$ cat src/rtl/shift_si_po_cfg.sv
// Serial-in / parallel-out configuration register with frame-length checking
// and serial readback of the committed setting.
module shift_si_po_cfg #(
    parameter int unsigned      WIDTH     = 64,
    parameter logic [WIDTH-1:0] DEFAULT   = '0,
    parameter bit               SHIFT_DIR = 1'b0
) (
    input  logic             Clk,
    input  logic             Reset,
    input  logic             Load,
    input  logic             Si,
    output logic             So,
    output logic [WIDTH-1:0] Po,
    output logic             Busy,
    output logic             Done,
    output logic             Err
);

    localparam int unsigned     CW       = $clog2(WIDTH + 2);
    localparam logic [CW-1:0]   CNT_FULL = CW'(WIDTH);
    localparam logic [CW-1:0]   CNT_SAT  = CW'(WIDTH + 1);

    typedef enum logic {
        IDLE,
        SHIFT
    } state_t;

    state_t           state_q, state_d;
    logic [WIDTH-1:0] sh_q, sh_d;
    logic [WIDTH-1:0] po_q, po_d;
    logic [WIDTH-1:0] sh_shifted;
    logic [CW-1:0]    cnt_q, cnt_d;
    logic             done_q, done_d;
    logic             err_q, err_d;

    // Shadow register advanced by one bit in the configured direction.
    always_comb begin
        if (SHIFT_DIR == 1'b0) begin
            sh_shifted = {sh_q[WIDTH-2:0], Si};
        end else begin
            sh_shifted = {Si, sh_q[WIDTH-1:1]};
        end
    end

    // Readback tap is the bit about to leave the shadow register.
    always_comb begin
        if (SHIFT_DIR == 1'b0) begin
            So = sh_q[WIDTH-1];
        end else begin
            So = sh_q[0];
        end
    end

    assign Po   = po_q;
    assign Busy = (state_q == SHIFT);
    assign Done = done_q;
    assign Err  = err_q;

    // Frame sequencing: shift while Load is high, commit or flag on Load drop.
    // On frame end the shadow is set to the resulting Po right away, so a frame
    // starting on the very next edge still reads back the committed value.
    always_comb begin
        state_d = state_q;
        sh_d    = sh_q;
        po_d    = po_q;
        cnt_d   = cnt_q;
        done_d  = 1'b0;
        err_d   = err_q;
        unique case (state_q)
            IDLE: begin
                if (Load) begin
                    sh_d    = sh_shifted;
                    cnt_d   = CW'(1);
                    state_d = SHIFT;
                end else begin
                    sh_d  = po_q;
                    cnt_d = '0;
                end
            end
            SHIFT: begin
                if (Load) begin
                    sh_d = sh_shifted;
                    if (cnt_q != CNT_SAT) begin
                        cnt_d = cnt_q + CW'(1);
                    end
                end else begin
                    state_d = IDLE;
                    cnt_d   = '0;
                    if (cnt_q == CNT_FULL) begin
                        po_d   = sh_q;
                        done_d = 1'b1;
                        err_d  = 1'b0;
                    end else begin
                        sh_d  = po_q;
                        err_d = 1'b1;
                    end
                end
            end
            default: begin
                state_d = IDLE;
            end
        endcase
    end

    // State registers with synchronous reset to the default setting.
    always_ff @(posedge Clk) begin
        if (Reset) begin
            state_q <= IDLE;
            sh_q    <= DEFAULT;
            po_q    <= DEFAULT;
            cnt_q   <= '0;
            done_q  <= 1'b0;
            err_q   <= 1'b0;
        end else begin
            state_q <= state_d;
            sh_q    <= sh_d;
            po_q    <= po_d;
            cnt_q   <= cnt_d;
            done_q  <= done_d;
            err_q   <= err_d;
        end
    end

endmodule
$ cat config.mk
export PLATFORM = sky130hd
export DESIGN_NAME = shift_si_po_cfg
export DESIGN_NICKNAME = d
export VERILOG_FILES = /design/src/rtl/shift_si_po_cfg.sv
export SDC_FILE = /design/constraint.sdc
export NUM_CORES = 1
export LEC_CHECK = 0
export BUFFER_PORTS_ARGS = -buffer_cell sky130_fd_sc_hd__clkbuf_2
export CELL_PAD_IN_SITES_DETAIL_PLACEMENT = 1
export CELL_PAD_IN_SITES_GLOBAL_PLACEMENT = 1
export CORE_ASPECT_RATIO = 1.25
export CORE_MARGIN = 1.5
export CORE_UTILIZATION = 39
export CTS_CLUSTER_DIAMETER = 40
export DETAILED_ROUTE_END_ITERATION = 8
export HOLD_SLACK_MARGIN = 0.03
export PLACE_DENSITY_LB_ADDON = 0.05
export SYNTH_ARGS = -nofsm -noshare
export SYNTH_HDL_FRONTEND = slang
export SYNTH_SLANG_ARGS = --single-unit
$ cat constraint.sdc
create_clock -name Clk -period 1.85 [get_ports Clk]
set_clock_uncertainty 0.2 [all_clocks]
set_input_delay 0.185 -clock Clk [delete_from_list [all_inputs] [get_ports Clk]]
set_output_delay 0.185 -clock Clk [all_outputs]
set_load 0.1 [all_outputs]
Yosys cells after proc, flatten, opt, wreduce, memory -nomap -nowiden
Cells that the tools add are included.
{"block": "word_totals", "ff_bits": 138, "out_inout_bits": 68}
{"block": "op_classes", "addsub": 1, "n_eq_ne": 3, "mux": 11, "bitwise": 2, "n_reduce_logical": 2}
{"operator": "2-to-1 mux 64 bit", "n": 3}
{"operator": "one-hot mux 64 bit (2 select lines)", "n": 1}
{"operator": "2-to-1 mux 7 bit", "n": 2}
{"operator": "one-hot mux 7 bit (2 select lines)", "n": 1}
{"operator": "adder 7 x 1 -> 7 bit (second input constant)", "n": 1}
{"operator": "== test 7 bit (second input constant)", "n": 1}
{"operator": "!= test 7 bit (second input constant)", "n": 1}
{"operator": "2-to-1 mux 1 bit", "n": 4}
{"operator": "!= test 3 x 2 -> 1 bit (second input constant)", "n": 1}
{"operator": "OR reduction 3 bit", "n": 1}
{"operator": "NOT 1 bit", "n": 2}
{"operator": "AND reduction 2 bit", "n": 1}

Depth between registers and ports, before layout
{"block": "depth", "depth_word": 4, "depth_mapped": 7, "depth_no_buf": 5}

Worst setup path after synthesis
Ideal clock, no wire load.
{"block": "synth_timing", "path_kind": "reg2reg", "from": "register state_q (netlist: Busy)", "to": "register sh_q[63]", "setup_time_ns": 0.096, "t_arrival_ns": 2.014, "slack_ns": -0.459, "path_stages_with_launch": 6, "synth_period_minus_slack_ns": 2.309, "path_cell_list": "dfxtp_1 -> and4bb_1 -> buf_2 -> buf_2 -> a31oi_1 -> a221oi_1"}
{"block": "synth_between", "elab_chain_len": 2}
{"element": "start, declared", "line": "28", "text": "state_t state_q, state_d;"}
{"element": "start signal, assigned", "line": "115", "text": "state_q <= state_d;"}
{"element": "NOT 1 bit"}
{"element": "one-hot mux 64 bit (2 select lines) *", "line": "69", "text": "unique case (state_q)"}
{"element": "end signal, assigned", "line": "109", "text": "sh_q <= DEFAULT;"}
{"element": "end signal, assigned", "line": "116", "text": "sh_q <= sh_d;"}
{"element": "end, declared", "line": "29", "text": "logic [WIDTH-1:0] sh_q, sh_d;"}
Every way passes the cells marked *; elsewhere a longest branch is shown, timed or not.
A chain may end at the register's enable or synchronous reset.

Worst setup path after layout
{"block": "layout_timing", "from": "register cnt_q[0]", "to": "register sh_q[43]"}
{"block": "layout_between", "elab_chain_len": 4}
{"element": "start, declared", "line": "32", "text": "logic [CW-1:0] cnt_q, cnt_d;"}
{"element": "start signal, assigned", "line": "118", "text": "cnt_q <= cnt_d;"}
{"element": "== test 7 bit", "line": "89", "text": "if (cnt_q == CNT_FULL) begin"}
{"element": "2-to-1 mux 64 bit (2 in series)"}
{"element": "one-hot mux 64 bit (2 select lines)"}
No other way between the ends.

==> flow_metrics.tcl <==
set metrics [dict create \
    status "completed" \
    grt_pass1_vias 5986 \
    path_clk_slew_ps 60 \
    clock-sinks 138 \
    ys_warn_count 0 \
    setup_viol 0 \
    yosys.area.top_type "dfxtp_1" \
    p_int_mw 5.24 \
    cp_slowest_cell "dfxtp_1" \
    yosys.area_share.simple 0.118 \
    min_period_over_period 0.975 \
    hp-class "in -> reg" \
    layout_common_cells "dfxtp_1 (136), o21ai_0 (72), clkbuf_2 (70)" \
    synthMuxAreaShare 0 \
    cp_top_family "compound AO/OA/AOI/OAI gates" \
    die_h_um 142 \
    layout_commonest_cell "dfxtp_1" \
    synth_top_area_share 0.457 \
    synthAdderAreaFrac 0.00620 \
    grt_max_degree 64 \
    p_seq_frac 0.454 \
    r2r_cells 7 \
    cts.htree.levels 4 \
    gr-total-overflow 0 \
    synth_compound_area_frac 0.326 \
    postRouteAntennaNets 0 \
    crit_path_start_kind "register" \
    cp_max_fo 11 \
    ys_seq_area_frac 0.457 \
    max-slew-margin-rel 0.611 \
    vias 5872 \
    worst-path-stages 7 \
    wl_per_cell_um 19.3 \
    cp_cell_sequence "inv_2, ha_4, and4bb_4, buf_4, buf_12, a31oi_1, a221oi_1" \
    dieArea_mm2 0.0163 \
    drive_gt1_frac 0.210 \
    dieWidth_um 114 \
    powerDensity_mw_per_mm2 907 \
    dp_hpwl_mm 10.9 \
    initial_core_util 0.401 \
    antenna_found_initial 0 \
    hold_ws_ps 48.5 \
    p_switching_mw 1.60 \
    critPathKind "reg -> reg" \
    dr.first_iter.drc_count 295 \
    crit_path_end_kind "register" \
    clockRootBuffer "clkbuf_16" \
    numPortBuffers 71 \
    tns_ps 0 \
    grt_first_pass_wirelength_mm 30.5 \
    worstMarginPinSlew_ps 586 \
    drc 0 \
    critPathBufInv 3 \
    ys_top_cells_by_area "dfxtp_1 (46%), o21ai_0 (7.6%), a31oi_1 (6.6%), nand4_1 (6.6%), a21oi_1 (5.7%)" \
    numCtsBuffers 17 \
    wl_mm 19.0 \
    syn_to_final_growth_pct 24.7 \
    drv_slew 0 \
    ys_types 31 \
    synth_nets 727 \
    synth_area_mm2 0.00605 \
    timing_hold_violations_final 0 \
    synth_top_family_by_area "compound AO/OA/AOI/OAI gates" \
    place_congestion 0.706 \
    critPathMaxStageDelay_ps 320 \
    switching_share 0.234 \
    cellLeakagePower_nw 2.61 \
    arrival_ps 1920 \
    n_antenna_cell 0 \
    syn_avg_cell_area_um2 8.40 \
    worstHoldPathCells 3 \
    fmax_ghz 0.555 \
    ios 72 \
    p_comb_frac 0.076 \
    clock_latency_ps 420 \
    maxCapViolCount 0 \
    synthCells 720 \
    p_clk_frac 0.470 \
    core_area_mm2 0.0151 \
    final_nets 773 \
    viasPerCell 5.96 \
    clock_path_buffers 2 \
    synthXorXnorAreaFrac 0.00290 \
    place_area_mm2 0.00676 \
    period_minus_slack_ps 1800 \
    fin_area_mm2 0.00754 \
    cts_tree "built" \
    ys_ff_latch 138 \
    rows 50 \
    track_usage 0.234 \
    power_mw 6.84 \
    required_ps 1970 \
    rsz0062_at_grt "yes" \
    dr.pass1.iters 4 \
    max-vdd-ir-drop_v 0.000567 \
]
[cells in the mapped netlist (all sizes together)]
cell type,number
a21oi,69
a221oi,32
a31oi,64
and4bb,1
buf,35
clkbuf,56
dfxtp,138
ha,3
inv,35
nand2,4
nand2b,1
nand3,34
nand3b,1
nand4,64
nand4bb,1
nor2,3
nor2b,2
nor3,2
nor3b,1
o211ai,1
o21ai,132
o21bai,32
o311a,1
or3,4
or3b,1
or4b,1
xor2,2
[per-stage QoR]
step	cells	worst slack [ps]	util
floorplan	720	49.2	-
global placement	945	67.8	0.448
detailed placement	945	-40.3	0.448
CTS	980	-12.6	0.491
global route	986	-20.6	0.500
finish	986	46.8	0.500
[path summary, 6_finish.rpt]
path | start | to | slack, ps
setup reg to reg | cnt_q[0] | sh_q[43] | 50
hold reg to reg | Po[8] | Po[8] | 290
hold / removal | Load | sh_q[50] | 50
setup / recovery | cnt_q[0] | sh_q[43] | 50
[timing repair]
item | 4_1_cts | 5_1_grt
endpoints found under the hold margin | 15 | 0
resized for setup | 2 | 35
hold buffers | 2 | 0
endpoints found under the setup margin | 19 | 106
pin swaps | 6 | 8
setup buffers | 0 | 4
gates cloned | 2 | 2
[worst reg2reg max path, cell delays in order (launching register included)]
cell	delay, ps
dfxtp_1	320
inv_2	80
ha_4	140
and4bb_4	290
buf_4	150
buf_12	140
a31oi_1	90
a221oi_1	290
[power by group through the flow]
stage	registers (mW)	clock network (mW)	logic, mW
3_5_place_dp	3.17	0	0.457
2_1_floorplan	3.17	0	0.281
5_1_grt	3.11	3.40	0.560
6_report	3.11	3.22	0.518
3_3_place_gp	3.16	0	0.445
4_1_cts	3.10	3.29	0.488
[layout make-up]
type | count | area [um2]
clock buffers | 31 | 558
fillers | 1784 | 7530
inverters | 35 | 134
multi-input cells | 456 | 2820
flip-flops and latches | 138 | 2770
well taps | 208 | 260
repair buffers | 118 | 1010
[per-layer routing]
metal | part of all wire | track usage
met1 | 0.45 | 0.280
met2 | 0.50 | 0.414
met3 | 0.029 | 0.0528
met4 | 0.014 | 0.0691
met5 | 0 | 0
[flip-flops by register name, indices dropped and copies added, names as in the netlist]
name / count
Err: 1
sh_q: 64
Po: 64
Busy: 1
cnt_q: 7
Done: 1
[logic make-up after synthesis]
kind of cell	count (synthesis)
XOR/XNOR	2
AND/OR/NAND/NOR	120
AO/OA/AOI/OAI	331
flip-flops	138
buffers and inverters	126
adder cells (fa/ha/maj)	3
No activity file was read; power rests on OpenSTA's default activity.
